**src/rtl/vga_fb_arbiter.sv**
```systemverilog
// Framebuffer RAM port arbiter: MCU single-pixel access (priority) and a rectangle-fill engine.
// States: IDLE | no fill pending   FILL | fill pending   RD_WAIT1/2 | MCU read pipeline
module vga_fb_arbiter #(
  parameter int H_PIX    = 160,
  parameter int V_PIX    = 120,
  parameter int COL_BITS = 8,
  parameter int ROW_BITS = 7,
  parameter int CW       = 12
) (
  input  logic                         CLK_50MHz,
  input  logic                         RST_N,
  input  logic                         MCU_REQ,
  input  logic                         MCU_WE,
  input  logic [COL_BITS-1:0]          MCU_X,
  input  logic [ROW_BITS-1:0]          MCU_Y,
  input  logic [CW-1:0]                MCU_WD,
  output logic                         MCU_ACK,
  output logic [CW-1:0]                MCU_RD,
  output logic                         MCU_RD_VALID,
  input  logic                         FILL_START,
  input  logic [COL_BITS-1:0]          FILL_X0,
  input  logic [COL_BITS-1:0]          FILL_X1,
  input  logic [ROW_BITS-1:0]          FILL_Y0,
  input  logic [ROW_BITS-1:0]          FILL_Y1,
  input  logic [CW-1:0]                FILL_COLOR,
  output logic                         FILL_BUSY,
  output logic                         FILL_DONE,
  output logic                         FB_WE,
  output logic [COL_BITS+ROW_BITS-1:0] FB_WA1,
  output logic [CW-1:0]                FB_WD,
  input  logic [CW-1:0]                FB_RD1
);
  localparam int AW = COL_BITS + ROW_BITS;
  localparam logic [1:0] S_IDLE     = 2'd0;
  localparam logic [1:0] S_FILL     = 2'd1;
  localparam logic [1:0] S_RD_WAIT1 = 2'd2;
  localparam logic [1:0] S_RD_WAIT2 = 2'd3;
  localparam logic [COL_BITS-1:0] X_MAX = COL_BITS'(H_PIX - 1);
  localparam logic [ROW_BITS-1:0] Y_MAX = ROW_BITS'(V_PIX - 1);

  logic [1:0]          state_q, state_d;
  logic                busy_q, busy_d, fin_q, fin_d, done_q, done_d;
  logic                ack_q, ack_d, we_q, we_d, rdv_q, rdv_d, oor_q, oor_d;
  logic [AW-1:0]       wa_q, wa_d;
  logic [CW-1:0]       wd_q, wd_d, rd_q, rd_d, col_q, col_d;
  logic [COL_BITS-1:0] x0_q, x0_d, x1_q, x1_d, cx_q, cx_d;
  logic [ROW_BITS-1:0] y0_q, y0_d, y1_q, y1_d, cy_q, cy_d;

  logic [COL_BITS-1:0] fx0, fx1, ex0, ex1, cx_e;
  logic [ROW_BITS-1:0] fy0, fy1, ey1, cy_e;
  logic [CW-1:0]       col_e;
  logic                fill_ok, start_acc, start_go, can_grant, grant, mcu_oor, fill_wr;

  assign fx0 = (FILL_X0 > X_MAX) ? X_MAX : FILL_X0;
  assign fx1 = (FILL_X1 > X_MAX) ? X_MAX : FILL_X1;
  assign fy0 = (FILL_Y0 > Y_MAX) ? Y_MAX : FILL_Y0;
  assign fy1 = (FILL_Y1 > Y_MAX) ? Y_MAX : FILL_Y1;
  assign fill_ok   = (fx0 <= fx1) && (fy0 <= fy1);
  assign start_acc = FILL_START && !busy_q;
  assign start_go  = start_acc && fill_ok;
  assign can_grant = (state_q == S_IDLE) || (state_q == S_FILL);
  assign grant     = can_grant && MCU_REQ;
  assign mcu_oor   = (32'(MCU_X) >= 32'(H_PIX)) || (32'(MCU_Y) >= 32'(V_PIX));
  assign fill_wr   = can_grant && !MCU_REQ && !fin_q && (busy_q || start_go);

  // On the start edge the first pixel is written straight from the clamped inputs.
  assign ex0   = start_go ? fx0 : x0_q;
  assign ex1   = start_go ? fx1 : x1_q;
  assign ey1   = start_go ? fy1 : y1_q;
  assign cx_e  = start_go ? fx0 : cx_q;
  assign cy_e  = start_go ? fy0 : cy_q;
  assign col_e = start_go ? FILL_COLOR : col_q;

  always_comb begin
    state_d = state_q;
    busy_d  = busy_q;
    fin_d   = 1'b0;
    done_d  = 1'b0;
    ack_d   = 1'b0;
    we_d    = 1'b0;
    rdv_d   = 1'b0;
    oor_d   = oor_q;
    wa_d    = wa_q;
    wd_d    = wd_q;
    rd_d    = rd_q;
    col_d   = col_q;
    x0_d    = x0_q;
    x1_d    = x1_q;
    y0_d    = y0_q;
    y1_d    = y1_q;
    cx_d    = cx_q;
    cy_d    = cy_q;

    if (fin_q) begin
      busy_d = 1'b0;
      done_d = 1'b1;
    end

    if (start_acc) begin
      x0_d  = fx0;
      x1_d  = fx1;
      y0_d  = fy0;
      y1_d  = fy1;
      col_d = FILL_COLOR;
      cx_d  = fx0;
      cy_d  = fy0;
      if (fill_ok) busy_d = 1'b1;
      else         done_d = 1'b1;
    end

    if (grant) begin
      ack_d = 1'b1;
      wa_d  = {MCU_Y, MCU_X};
      if (MCU_WE) begin
        we_d = !mcu_oor;
        wd_d = MCU_WD;
      end else begin
        oor_d = mcu_oor;
      end
    end else if (fill_wr) begin
      we_d = 1'b1;
      wa_d = {cy_e, cx_e};
      wd_d = col_e;
      if (cx_e == ex1 && cy_e == ey1) begin
        fin_d = 1'b1;
      end else if (cx_e == ex1) begin
        cx_d = ex0;
        cy_d = cy_e + ROW_BITS'(1);
      end else begin
        cx_d = cx_e + COL_BITS'(1);
      end
    end

    if (state_q == S_RD_WAIT2) begin
      rd_d  = oor_q ? '0 : FB_RD1;
      rdv_d = 1'b1;
    end

    if (grant && !MCU_WE)          state_d = S_RD_WAIT1;
    else if (state_q == S_RD_WAIT1) state_d = S_RD_WAIT2;
    else                           state_d = busy_d ? S_FILL : S_IDLE;
  end

  always_ff @(posedge CLK_50MHz or negedge RST_N) begin
    if (!RST_N) begin
      state_q <= S_IDLE;
      busy_q  <= 1'b0;
      fin_q   <= 1'b0;
      done_q  <= 1'b0;
      ack_q   <= 1'b0;
      we_q    <= 1'b0;
      rdv_q   <= 1'b0;
      oor_q   <= 1'b0;
      wa_q    <= '0;
      wd_q    <= '0;
      rd_q    <= '0;
      col_q   <= '0;
      x0_q    <= '0;
      x1_q    <= '0;
      y0_q    <= '0;
      y1_q    <= '0;
      cx_q    <= '0;
      cy_q    <= '0;
    end else begin
      state_q <= state_d;
      busy_q  <= busy_d;
      fin_q   <= fin_d;
      done_q  <= done_d;
      ack_q   <= ack_d;
      we_q    <= we_d;
      rdv_q   <= rdv_d;
      oor_q   <= oor_d;
      wa_q    <= wa_d;
      wd_q    <= wd_d;
      rd_q    <= rd_d;
      col_q   <= col_d;
      x0_q    <= x0_d;
      x1_q    <= x1_d;
      y0_q    <= y0_d;
      y1_q    <= y1_d;
      cx_q    <= cx_d;
      cy_q    <= cy_d;
    end
  end

  assign MCU_ACK      = ack_q;
  assign MCU_RD       = rd_q;
  assign MCU_RD_VALID = rdv_q;
  assign FILL_BUSY    = busy_q;
  assign FILL_DONE    = done_q;
  assign FB_WE        = we_q;
  assign FB_WA1       = wa_q;
  assign FB_WD        = wd_q;
endmodule

```
**config.mk**
```make
export PLATFORM = sky130hd
export DESIGN_NAME = vga_fb_arbiter
export DESIGN_NICKNAME = d
export VERILOG_FILES = /design/src/rtl/vga_fb_arbiter.sv
export SDC_FILE = /design/constraint.sdc
export NUM_CORES = 1
export LEC_CHECK = 0
export ABC_AREA = 1
export BUFFER_PORTS_ARGS = -buffer_cell sky130_fd_sc_hd__buf_2
export CAP_MARGIN = 30
export CORE_UTILIZATION = 55
export DETAILED_ROUTE_END_ITERATION = 6
export PLACE_DENSITY = 0.9
export SYNTH_ARGS = -nofsm -noshare
export SYNTH_HDL_FRONTEND = slang
export SYNTH_SLANG_ARGS = --single-unit
```
**constraint.sdc**
```tcl
create_clock -name CLK_50MHz -period 3.2 [get_ports CLK_50MHz]
set_input_delay 0.48 -clock CLK_50MHz [delete_from_list [all_inputs] [get_ports CLK_50MHz]]
set_output_delay 0.48 -clock CLK_50MHz [all_outputs]
set_load 0.005 [all_outputs]
```
Yosys cells after proc, flatten, opt, wreduce, memory -nomap -nowiden --
Index checks and enable logic that the tools add are counted.
Storage, ports and cells: register bits 98
Operators by class: add/subtract/negate cells 2, $lt $le $gt $ge 8, equal/unequal tests 6, multiplexer cells 43, bitwise gates (word level) 1, reductions and logical operators 21
Operators by type and width (count):
- $mux W8 | 10
- $mux W7 | 9
- $mux W12 | 5
- $mux W15 | 2
- $gt A8 B8 Y1 const B | 2
- $mux W1 | 15
- $gt A7 B7 Y1 const B | 2
- $logic_and A1 B1 Y1 | 9
- $add A8 B1 Y8 const B | 1
- $eq A8 B8 Y1 | 1
- $ge A8 B8 Y1 const B | 1
- $le A8 B8 Y1 | 1
- $add A7 B1 Y7 const B | 1
- $eq A7 B7 Y1 | 1
- $ge A7 B7 Y1 const B | 1
- $le A7 B7 Y1 | 1
- $logic_not A1 Y1 | 5
- $eq A2 B2 Y1 const B | 2
- $mux W2 | 2
- $reduce_and A2 Y1 | 2
- $logic_or A1 B1 Y1 | 3
- $eq A2 B1 Y1 const B | 1
- $logic_not A2 Y1 | 1
- $ne A2 B2 Y1 const B | 1
- 2 further kinds | 2

Logic depth before layout (Yosys ltp) --
depth in word-level cells 11, gate-level depth with buffers 27

Worst setup path before layout --
Ideal clock, no wire load.
path kind input port to flip-flop, start point input port FILL_X0[5], end point register cy_q[6], arrival 3159 ps, data required time 3073 ps, slack -86 ps, stages on the path 16, path buffers 1, cells stage by stage o21ai_0 inv_1 or2_2 ha_1 nand2_1 nor2_1 nand3_1 o21ai_2 clkbuf_1 nand4_1 nand2_1 ha_1 nand3_1 nor3_1 xor2_1 o21ai_0
Between the ends: cells in the longest elaborated chain, start to end 11, elaborated cells on any way between the ends 19, classes of those cells 1 x add/sub; 2 x order compare; 2 x eq/ne; 9 x mux; 5 x reduce/logical
RTL lines:
- start, declared | line 21 | input logic [COL_BITS-1:0] FILL_X0,
- $gt A8 B8 Y1 * | line 54 | assign fx0 = (FILL_X0 > X_MAX) ? X_MAX : FILL_X0;
- $mux W8 * | line 54
- net fx0[4] | line 49 | logic [COL_BITS-1:0] fx0, fx1, ex0, ex1, cx_e;
- $le A8 B8 Y1 | line 58 | assign fill_ok = (fx0 <= fx1) && (fy0 <= fy1);
- $logic_and A1 B1 Y1 | line 58
- $logic_and A1 B1 Y1 | line 60 | assign start_go = start_acc && fill_ok;
- $mux W7, or another cell as far along | line 71 | assign cy_e = start_go ? fy0 : cy_q;
- $add A7 B1 Y7, or another cell as far along | line 128 | cy_d = cy_e + ROW_BITS'(1);
- $mux W7 / $logic_and A1 B1 Y1 (equally long branches) | line 126, 124
- $mux W7 | line 124 | if (cx_e == ex1 && cy_e == ey1) begin
- $mux W7 * | line 120 | end else if (fill_wr) begin
- $mux W7 * | line 111 | if (grant) begin
- net cy_d[6] | line 47 | logic [ROW_BITS-1:0] y0_q, y0_d, y1_q, y1_d, cy_q, cy_d;
- end signal, assigned | line 182 | cy_q <= cy_d;
- end, declared | line 47
The timed path passes the listed nets; every way through them passes the cells marked *. A chain may end at the register's enable or synchronous reset.

Worst setup path in the final report --
start point input port FILL_X0[5], end point register cx_q[7]
Between the ends: cells in the longest elaborated chain, start to end 11, elaborated cells on any way between the ends 21, classes of those cells 1 x add/sub; 2 x order compare; 2 x eq/ne; 11 x mux; 5 x reduce/logical
RTL lines:
- $gt A8 B8 Y1 * | line 54
- $mux W8 * | line 54
- net fx0[2] | line 49
- $le A8 B8 Y1 | line 58
- $logic_and A1 B1 Y1 | line 58
- $logic_and A1 B1 Y1 | line 60
- $mux W8, or another cell as far along | line 70 | assign cx_e = start_go ? fx0 : cx_q;
- $add A8 B1 Y8, or another cell as far along | line 130 | cx_d = cx_e + COL_BITS'(1);
- $mux W8 / $logic_and A1 B1 Y1 (equally long branches) | line 126, 124
- $mux W8 | line 124
- $mux W8 * | line 120
- $mux W8 * | line 111
- net cx_d[7] | line 46 | logic [COL_BITS-1:0] x0_q, x0_d, x1_q, x1_d, cx_q, cx_d;
- end signal, assigned | line 162 | cx_q <= '0;
- end signal, assigned | line 181 | cx_q <= cx_d;
- end, declared | line 46
Marks and branches as above.

==> impl_metrics.ini <==
[synthesis]
syn_area_per_cell_um2 = 6.96
netlist_area_um2 = 6040
synth_cells = 868
postSynthRegisterBits = 98
syn-num-nets = 969
synth.yosys.seq_area_share = 0.406
yosysTopAreaCell = dfrtp_1
number_of_unique_standard_cell_types_used_by_synthesis = 34
synth.area.top_cells = dfrtp_1 41%, nand2_1 20%, o21ai_0 7.4%, inv_1 5.7%, nor2_1 3.5%
yosys_warnings = 0
synth_top_cell_area_share = 0.406

[timing]
finalSetupTns_ns = -0.586
setup_viol_count_final = 15
post-route-worst-setup-slack_ns = -0.0732
slew_viol_final = 0
max_slew_margin = 0.549
tightestPinTransition_ns = 0.675
layout_min_cycle_time_ns = 3.27
unrepaired_setup_endpoints_after_global_routing = yes
worst_clock_skew_ns = 0.0121
post-route-period-util = 1.02
fmaxAchievable_mhz = 306
timing_hold_violations_final = 0

[clock_tree]
clkLatencyLatePin_ns = 0.39
cts_hold_repair.buffers = 0
cell_chosen_for_the_clock_root = clkbuf_8
clockBufferDepth = 2
clkTransAtPathRegs_ns = 0.11
tritoncts_num_sinks = 98
htreeDepth = 3
tritoncts = built
cts_inserted_buffers = 9

[layout]
diodes = 0
area_growth_pct = 41.5
num-nets-final = 1201
drive_gt1_frac = 0.380

[outcome]
status = complete, but fails checks
violated_checks = negative setup slack

[die]
floorplan.die_area_um2 = 11400
fp.dieH_um = 107
number_of_rows_created_at_floorplan = 37
die_w_um = 107
start_util = 0.575
design.core.area_um2 = 10500
ios = 130

[routing]
drt_wl_total_mm = 21.2
vias_per_cell = 5.83
drtAntennaViolNets = 0
drtPass1Iterations = 7
drc = 0
initialDrtViolationCount = 857
vias_after_detailed_routing = 7233
wire_per_inst_um = 17.1

[setup_path]
crit_path_arrival_time_ns = 3.61
critPathMaxFanout = 8
crit_path_start_kind = primary input
cp.required_ns = 3.53
cp_slowest_cell = ha_4
slowest_delay_ns = 0.26
setup.worst_path.end_class = flip-flop
critical_path_type = in -> reg

[placement]
gp_routability_congestion = 0.935
io_buffer_count = 129
place_hpwl_mm = 13.7
pre_cts_ws_ns = -0.506

[pwr]
leakagePower_nw = 4.45
power_per_cell_area_nw_per_um2 = 794
vdd_ir_drop_max_mv = 0.376

[global_route]
wire_length_of_the_first_global_routing_pass_mm = 29.4
globalRouteTotalUtil = 0.328
antenna_violations_before_repair = 0
via_count_of_the_first_global_routing_pass = 6333
grt_max_degree = 66
globalRouteOverflowTotal = 0

[worst_hold_path]
worstHoldPathType = in -> async

[job]
maxCapViolations = 0
-- metrics by stage --
step                      cell area [µm²]  std cells  utilization  hold slack [ns]  power [mW]
after global placement               7560       1203        0.719            0.455        4.96
after global routing                 8550       1241        0.814           0.0685        7.20
final                                8550       1241        0.814           0.0338        6.79
after floorplan                      6060        868            -            0.184        3.82
after CTS                            7810       1221        0.743           0.0428        6.01
after detailed placement             7560       1203        0.719            0.457        5.08
-- cells in the mapped netlist (all sizes together) --
library cell / instances
inv: 102
nor2: 61
clkbuf: 26
buf: 14
o21ai: 97
clkinv: 1
ha: 15
xnor2: 2
dfrtp: 98
a31oi: 8
nand3: 25
o211ai: 25
nor3: 4
xor2: 8
or2: 4
o21a: 1
o22ai: 1
a211oi: 1
nand2: 327
nand4: 33
a21oi: 15
-- routing by layer --
layer  routed length (µm)  vias up  track usage
met3                 2050       95       0.0468
met2                10200      512        0.543
met4                  795        0        0.139
met5                    0        -            0
met1                 8130     3366        0.429
li1                     -     3260            -
-- worst paths after layout --
| kind | from | endpoint | slack (ns) | cells after the start |
|---|---|---|---|---|
| min reg2reg | MCU_RD[1] | MCU_RD[1] | 0.49 | 2 |
| min in group CLK_50MHz | MCU_Y[2] | FB_WA1[10] | 0.32 | 3 |
| max in group asynchronous | RST_N | col_q[1] | 2.47 | 2 |
| min | RST_N | x0_q[1] | 0.03 | 1 |
| max | FILL_X0[5] | cx_q[7] | -0.07 | 26 |
| max reg2reg | FILL_BUSY | cx_q[0] | 0.37 | 17 |
-- critical path, delay by kind of cell --
kind | cells | cell delay (ns)
simple gates | 16 | 1.70
buf+inv | 6 | 0.75
fa+ha+maj | 1 | 0.26
compound gates | 3 | 0.41
-- what timing repair did --
action,CTS,global route
hold endpoints to repair,0,0
cloned,1,6
resized for setup,4,154
endpoints found under the setup margin,15,25
pin swaps,2,27
setup buffers,1,14
-- cell families after synthesis --
logic type      count (synthesis)  synth area share
simple gates                  454             0.313
xor+xnor                       10            0.0145
buf+inv                       143            0.0953
compound gates                148             0.140
flops                          98             0.406
fa+ha+maj                      15            0.0311
-- layout make-up --
cell class,count,area (µm²)
clock inverters,5,67.6
fillers,636,1960
inverters,103,388
multi-input cells,629,3530
clock buffers,11,151
repair buffers,259,1800
well taps,136,170
flip-flops and latches,98,2450
-- report_power, final --
group	internal [mW]	total, mW	switching [mW]
Clock	0.418	0.920	0.502
Combinational	1.57	3.80	2.23
Sequential	1.74	2.07	0.330
-- state kept, by name, indices dropped and copies added, names as in the netlist --
name / count
FILL_BUSY: 1
MCU_RD: 12
oor_q: 1
cy_q: 7
FB_WA1: 15
FB_WD: 12
FILL_DONE: 1
col_q: 12
x1_q: 8
MCU_RD_VALID: 1
FB_WE: 1
x0_q: 8
y1_q: 7
MCU_ACK: 1
fin_q: 1
cx_q: 8
state_q: 2
-- placed cells by master (no fill, tap or decap), types with 8 or more instances in the layout --
| master | instances |
|---|---|
| a21oi_1 | 9 |
| a31oi_1 | 8 |
| buf_2 | 126 |
| buf_4 | 113 |
| buf_6 | 10 |
| clkbuf_8 | 11 |
| dfrtp_1 | 98 |
| ha_1 | 10 |
| inv_1 | 85 |
| inv_2 | 17 |
| nand2_1 | 250 |
| nand2_2 | 56 |
| nand2_4 | 22 |
| nand3_1 | 17 |
| nand4_1 | 32 |
| nor2_1 | 47 |
| nor2_2 | 12 |
| o211ai_1 | 25 |
| o21ai_0 | 82 |
| xor2_1 | 8 |
Power figures use the tool's default switching activity.
